--- config.mk ---
export PLATFORM = sky130hd
export DESIGN_NAME = gemm_operand_feeder
export DESIGN_NICKNAME = d
export VERILOG_FILES = /design/src/rtl/gemm_operand_feeder.sv
export SDC_FILE = /design/constraint.sdc
export NUM_CORES = 1
export LEC_CHECK = 0
export ABC_AREA = 1
export BUFFER_PORTS_ARGS = -buffer_cell sky130_fd_sc_hd__buf_4
export CORE_MARGIN = 2
export CORE_UTILIZATION = 54
export DETAILED_ROUTE_END_ITERATION = 6
export GPL_TIMING_DRIVEN = 0
export PLACE_DENSITY = 0.85
export SLEW_MARGIN = 30
export SYNTH_ARGS = -nofsm -noshare
export SYNTH_HDL_FRONTEND = slang
export SYNTH_SLANG_ARGS = --single-unit
--- constraint.sdc ---
create_clock -name clk -period 2.7 [get_ports clk]
set_input_delay 0.27 -clock clk [delete_from_list [all_inputs] [get_ports clk]]
set_output_delay 0.27 -clock clk [all_outputs]
set_load 0.02 [all_outputs]
--- src/rtl/gemm_operand_feeder.sv ---
// Operand staging buffer for the 2x2 systolic array: stores A columns and B rows,
// then replays them for K steps with a one-cycle skew on lane 1.
module gemm_operand_feeder #(
  parameter int unsigned OP_WIDTH = 8,
  parameter int unsigned DEPTH    = 4,
  parameter int unsigned AW       = (DEPTH > 1) ? $clog2(DEPTH) : 1
) (
  input  logic                  clk,
  input  logic                  reset_n,
  input  logic                  wr_valid,
  output logic                  wr_ready,
  input  logic                  wr_sel,
  input  logic [AW-1:0]         wr_addr,
  input  logic [2*OP_WIDTH-1:0] wr_data,
  input  logic [AW:0]           k_len,
  input  logic                  start,
  output logic                  busy,
  output logic                  done,
  output logic [2*OP_WIDTH-1:0] new_a_column,
  output logic [1:0]            new_a_column_ena,
  output logic [2*OP_WIDTH-1:0] new_b_row,
  output logic [1:0]            new_b_row_ena
);

  localparam int unsigned DW = 2 * OP_WIDTH;

  typedef enum logic [1:0] {IDLE, RUN, FIN} state_t;

  state_t        state;
  logic [AW:0]   k_q;
  logic [AW:0]   cnt;
  logic [DW-1:0] a_mem [DEPTH];
  logic [DW-1:0] b_mem [DEPTH];

  logic          wr_fire;
  logic [AW:0]   k_new;
  logic [AW:0]   step;
  logic [AW:0]   step_m1;
  logic [AW:0]   k_cur;
  logic          lane0_on;
  logic          lane1_on;
  logic [AW-1:0] idx0;
  logic [AW-1:0] idx1;
  logic [DW-1:0] a0, a1, b0, b1;
  logic [DW-1:0] issue_a, issue_b;
  logic [1:0]    issue_ena;

  assign wr_fire = wr_valid && wr_ready;
  assign k_new   = (32'(k_len) > DEPTH) ? (AW+1)'(DEPTH) : k_len;

  // Buffers are deliberately not reset so contents survive reset.
  always_ff @(posedge clk) begin
    if (wr_fire && (32'(wr_addr) < DEPTH)) begin
      if (wr_sel) b_mem[wr_addr] <= wr_data;
      else        a_mem[wr_addr] <= wr_data;
    end
  end

  // Step to issue at this edge: step 0 on start acceptance, otherwise cnt in RUN.
  // A same-cycle write is forwarded so the run sees it from step 0.
  always_comb begin
    step     = (state == RUN) ? cnt : '0;
    k_cur    = (state == RUN) ? k_q : k_new;
    step_m1  = step - (AW+1)'(1);
    lane0_on = (step < k_cur);
    lane1_on = (step != '0) && (step <= k_cur);
    idx0     = step[AW-1:0];
    idx1     = step_m1[AW-1:0];
    a0 = a_mem[idx0];
    a1 = a_mem[idx1];
    b0 = b_mem[idx0];
    b1 = b_mem[idx1];
    if (wr_fire && !wr_sel && wr_addr == idx0) a0 = wr_data;
    if (wr_fire && !wr_sel && wr_addr == idx1) a1 = wr_data;
    if (wr_fire &&  wr_sel && wr_addr == idx0) b0 = wr_data;
    if (wr_fire &&  wr_sel && wr_addr == idx1) b1 = wr_data;
    issue_a   = {lane1_on ? a1[DW-1:OP_WIDTH] : '0, lane0_on ? a0[OP_WIDTH-1:0] : '0};
    issue_b   = {lane1_on ? b1[DW-1:OP_WIDTH] : '0, lane0_on ? b0[OP_WIDTH-1:0] : '0};
    issue_ena = {lane1_on, lane0_on};
  end

  always_ff @(posedge clk or negedge reset_n) begin
    if (!reset_n) begin
      state            <= IDLE;
      k_q              <= '0;
      cnt              <= '0;
      wr_ready         <= 1'b1;
      busy             <= 1'b0;
      done             <= 1'b0;
      new_a_column     <= '0;
      new_a_column_ena <= '0;
      new_b_row        <= '0;
      new_b_row_ena    <= '0;
    end else begin
      done <= 1'b0;
      case (state)
        IDLE, FIN: begin
          if (start) begin
            k_q <= k_new;
            if (k_new == '0) begin
              state            <= FIN;
              done             <= 1'b1;
              busy             <= 1'b0;
              wr_ready         <= 1'b1;
              new_a_column     <= '0;
              new_a_column_ena <= '0;
              new_b_row        <= '0;
              new_b_row_ena    <= '0;
            end else begin
              state            <= RUN;
              busy             <= 1'b1;
              wr_ready         <= 1'b0;
              cnt              <= (AW+1)'(1);
              new_a_column     <= issue_a;
              new_a_column_ena <= issue_ena;
              new_b_row        <= issue_b;
              new_b_row_ena    <= issue_ena;
            end
          end else begin
            state            <= IDLE;
            busy             <= 1'b0;
            wr_ready         <= 1'b1;
            new_a_column     <= '0;
            new_a_column_ena <= '0;
            new_b_row        <= '0;
            new_b_row_ena    <= '0;
          end
        end
        RUN: begin
          if (cnt > k_q) begin
            state            <= FIN;
            done             <= 1'b1;
            busy             <= 1'b0;
            wr_ready         <= 1'b1;
            new_a_column     <= '0;
            new_a_column_ena <= '0;
            new_b_row        <= '0;
            new_b_row_ena    <= '0;
          end else begin
            cnt              <= cnt + (AW+1)'(1);
            new_a_column     <= issue_a;
            new_a_column_ena <= issue_ena;
            new_b_row        <= issue_b;
            new_b_row_ena    <= issue_ena;
          end
        end
        default: state <= IDLE;
      endcase
    end
  end

endmodule

==> qor.csv <==
stage,metric,value,unit
clock_network,clockBufferDepth,2,
grt,antenna_found_initial,0,
drt,wl,20800,um
layout,nets,899,
grt,grt_pass1_wl,31800,um
clock_network,cts-root-buf,clkbuf_16,
grt,first_global_vias,6096,
synthesis,synth.most_common_cell,nand2_1,
drt,vias_per_cell,6.19,
synthesis,synth_ff_type,edfxtp_1,
grt,grt_max_degree,46,
sta,clock.fmax,0.388,GHz
drt,dr.max_layer_used,met4,
drt,drtIter0Drc,981,
pwr,power_density,1090,nW/um^2
worst_setup_path,startpoint_type,register,
layout,final_cell_count_no_fill,1058,
worst_setup_path,rr_startpoint,state[1],
sta,final.period_utilization,95.4,%
die,initial_utilization,55.5,%
synthesis,ys_seq_elements,173,
worst_setup_path,crit_path_end_kind,register,
worst_setup_path,worstPathCellList,"inv_2, nand3_4, ha_1, buf_2, inv_2, nand2_1, nand2_2, clkbuf_2, nand4_1, nand3_1, nand2_1",
placement,detailed_place_hpwl,13200,um
synthesis,synthArstFlopShare,26.0,%
clock_network,clkTransAtPathRegs,0.06,ns
sta,finalMaxSlewViolations,0,
drt,ant_nets,0,
hold_path,hp-class,input pin to register,
synthesis,yosysTopAreaCellShare,49.7,%
grt,overflow,0,
clock_network,clk_latency,0.44,ns
pwr,p_sw_share,40.2,%
worst_setup_path,crit_path_start,state[1],
synthesis,yosysWarnings,0,
placement,place_inst,1020,
worst_setup_path,arrival,2.90,ns
die,core-area,13900,um^2
placement,place_congestion,0.901,
clock_network,cts_buffers,17,
worst_setup_path,cp_data_required_time,3.02,ns
sta,relSlewSlack,58.5,%
synthesis,synth_edf_count,128,
drt,wire_per_inst,19.7,um
drt,drcViolationCount,1,
clock_network,cts_tree,yes,
clock_network,ctsHtreeMaxLevel,4,
pwr,intPower,6.09,mW
die,die_h,124,um
outcome,violations,design-rule violations,
sta,hold_viol,0,
die,io_pins,65,
synthesis,ys_types,27,
sta,finalCriticalPeriod,2.57,ns
die,die_w,124,um
layout,syn_to_final_growth,20.8,%
flow_run,drv_cap,0,
synthesis,yosys.area.top_type,edfxtp_1,
pwr,ir_drop,0.720,mV
pwr,p_seq_share,32.8,%
worst_setup_path,cp_num_buf_inv,4,
worst_setup_path,criticalPathCategory,register to register,
synthesis,synthesis.nets,797,
synthesis,netlist_instances,763,
drt,via_count,6544,
layout,drive_gt1_share,19.5,%
layout,num_antenna_cells,0,
worst_setup_path,cpLargestDelayFamily,simple AND/OR/NAND/NOR gates,
synthesis,yosys-top-cells-area,"edfxtp_1 (50%), dfrtp_1 (14%), nand2_1 (11%)",
drt,m1WireLength,7520,um
outcome,status,"complete, but fails checks",
synthesis,synth_top_cells_by_count,"nand2_1 (235), edfxtp_1 (128), nand3_1 (93)",
sta,worst_pin_slew,0.622,ns
sta,setup_viol,0,
sta,whs,0.0896,ns
pwr,power_leakage,4.12,nW
sta,finalClockSkew,0.00756,ns
drt,dr.pass1.iters,7,
pwr,combPwrFrac,41.0,%
die,rows,43,
synthesis,yosysSeqAreaShare,64.3,%
drt,met3_length,2650,um
pwr,p_clk_share,26.2,%
grt,grt_usage,28.0,%
worst_setup_path,slowest_stage,dfrtp_1,
drt,dr_wl_met2,9680,um
synthesis,syn_area,7730,um^2
worst_setup_path,crit_fanout,17,
placement,port_buffers,64,
die,die_area,15300,um^2
worst_setup_path,max_stage_delay,0.40,ns
pwr,p_sw,4.09,mW
synthesis,avgSynthCellArea,10.1,um^2
clock_network,clock_sinks,173,
hold_path,min_from,wr_data[12],
[power groups by stage]
stage / Combinational (mW) / Sequential, mW / Clock [mW]
2_1_floorplan: 2.46 / 3.52 / 0
4_1_cts: 3.98 / 3.33 / 2.66
6_report: 4.17 / 3.34 / 2.67
3_3_place_gp: 3.72 / 3.37 / 0
3_5_place_dp: 3.87 / 3.37 / 0
5_1_grt: 4.51 / 3.37 / 2.77
[through the flow]
step	util, %	area (um^2)	setup slack (ns)	power [mW]	TNS, ns
3_5_place_dp	61.7	8600	-0.212	7.25	-3.78
5_1_grt	67.0	9340	-0.00594	10.7	-0.00594
3_3_place_gp	60.6	8440	-1.13	7.09	-123.67
2_1_floorplan	-	7730	-0.217	5.99	-24.12
6_report	67.0	9340	0.125	10.2	0
4_1_cts	66.7	9300	0.0181	9.98	0
[sequential cells by signal (all words and copies together) (netlist names)]
name / flops
k_q: 3
b_mem: 64
new_b_row: 16
a_mem: 64
new_b_row_ena: 2
wr_ready: 1
cnt: 3
busy: 1
done: 1
state: 2
new_a_column: 16
[worst reg2reg max path: stages (launching register included)]
cell and delay, ns:
dfrtp_1 0.40, inv_2 0.23, nand3_4 0.28, ha_1 0.35, buf_2 0.18, inv_2 0.16, nand2_1 0.10, nand2_2 0.17
clkbuf_2 0.25, nand4_1 0.15, nand3_1 0.13, nand2_1 0.06
[what timing repair did]
action / 4_1_cts / 5_1_grt
resized for setup: 4 / 9
hold endpoints to repair: 44 / 0
setup buffers: 3 / 4
hold buffers: 1 / 0
pin swaps: 2 / 2
endpoints found under the setup margin: 48 / 77
[cells in the final DEF, fill, tap and decap left out, types with 7 or more instances in the layout]
cell type	instances
ha_1	8
nand4_1	84
nand2_1	234
inv_2	9
edfxtp_1	128
inv_1	50
clkbuf_16	17
clkbuf_1	17
nand3_1	93
buf_6	7
buf_4	81
nor2_1	33
buf_2	17
dfrtp_1	43
[kinds of logic (layout without fill, tap and decap cells)]
logic type / after synthesis / count (layout) / share of synthesized area [%]
buffers and inverters: 102 / 217 / 5.49
and+or+nand+nor: 465 / 465 / 27.8
AOI/OAI and AO/OA: 14 / 14 / 1.00
adders and majority gates: 8 / 8 / 1.29
xor gates and xnor gates: 1 / 1 / 0.113
DFF: 173 / 173 / 64.3
[final timing paths]
kind / cells past startpoint / to / slack (ns)
max in group asynchronous: 2 / cnt[0] / 1.93
setup reg to reg: 11 / new_b_row[11] / 0.13
hold reg to reg: 2 / new_b_row[7] / 0.49
hold / removal: 1 / b_mem[3][12] / 0.09
min in group asynchronous: 2 / new_b_row[5] / 0.37
setup / recovery: 11 / new_b_row[11] / 0.13
[metal layers]
layer / GRT usage (%) / vias up
met5: 0 / -
met4: 12.6 / 0
met3: 6.73 / 125
met2: 43.8 / 551
met1: 37.6 / 3012
li1: - / 2856
[layout make-up]
class / count / area (um^2)
Sequential cell: 173 / 4970
Tap cell: 180 / 225
Clock inverter: 13 / 213
Inverter: 59 / 221
Timing Repair Buffer: 85 / 663
Fill cell: 906 / 4600
Clock buffer: 19 / 433
Buffer: 41 / 203
Multi-Input combinational cell: 488 / 2400
(Power assumes the default switching activity.)
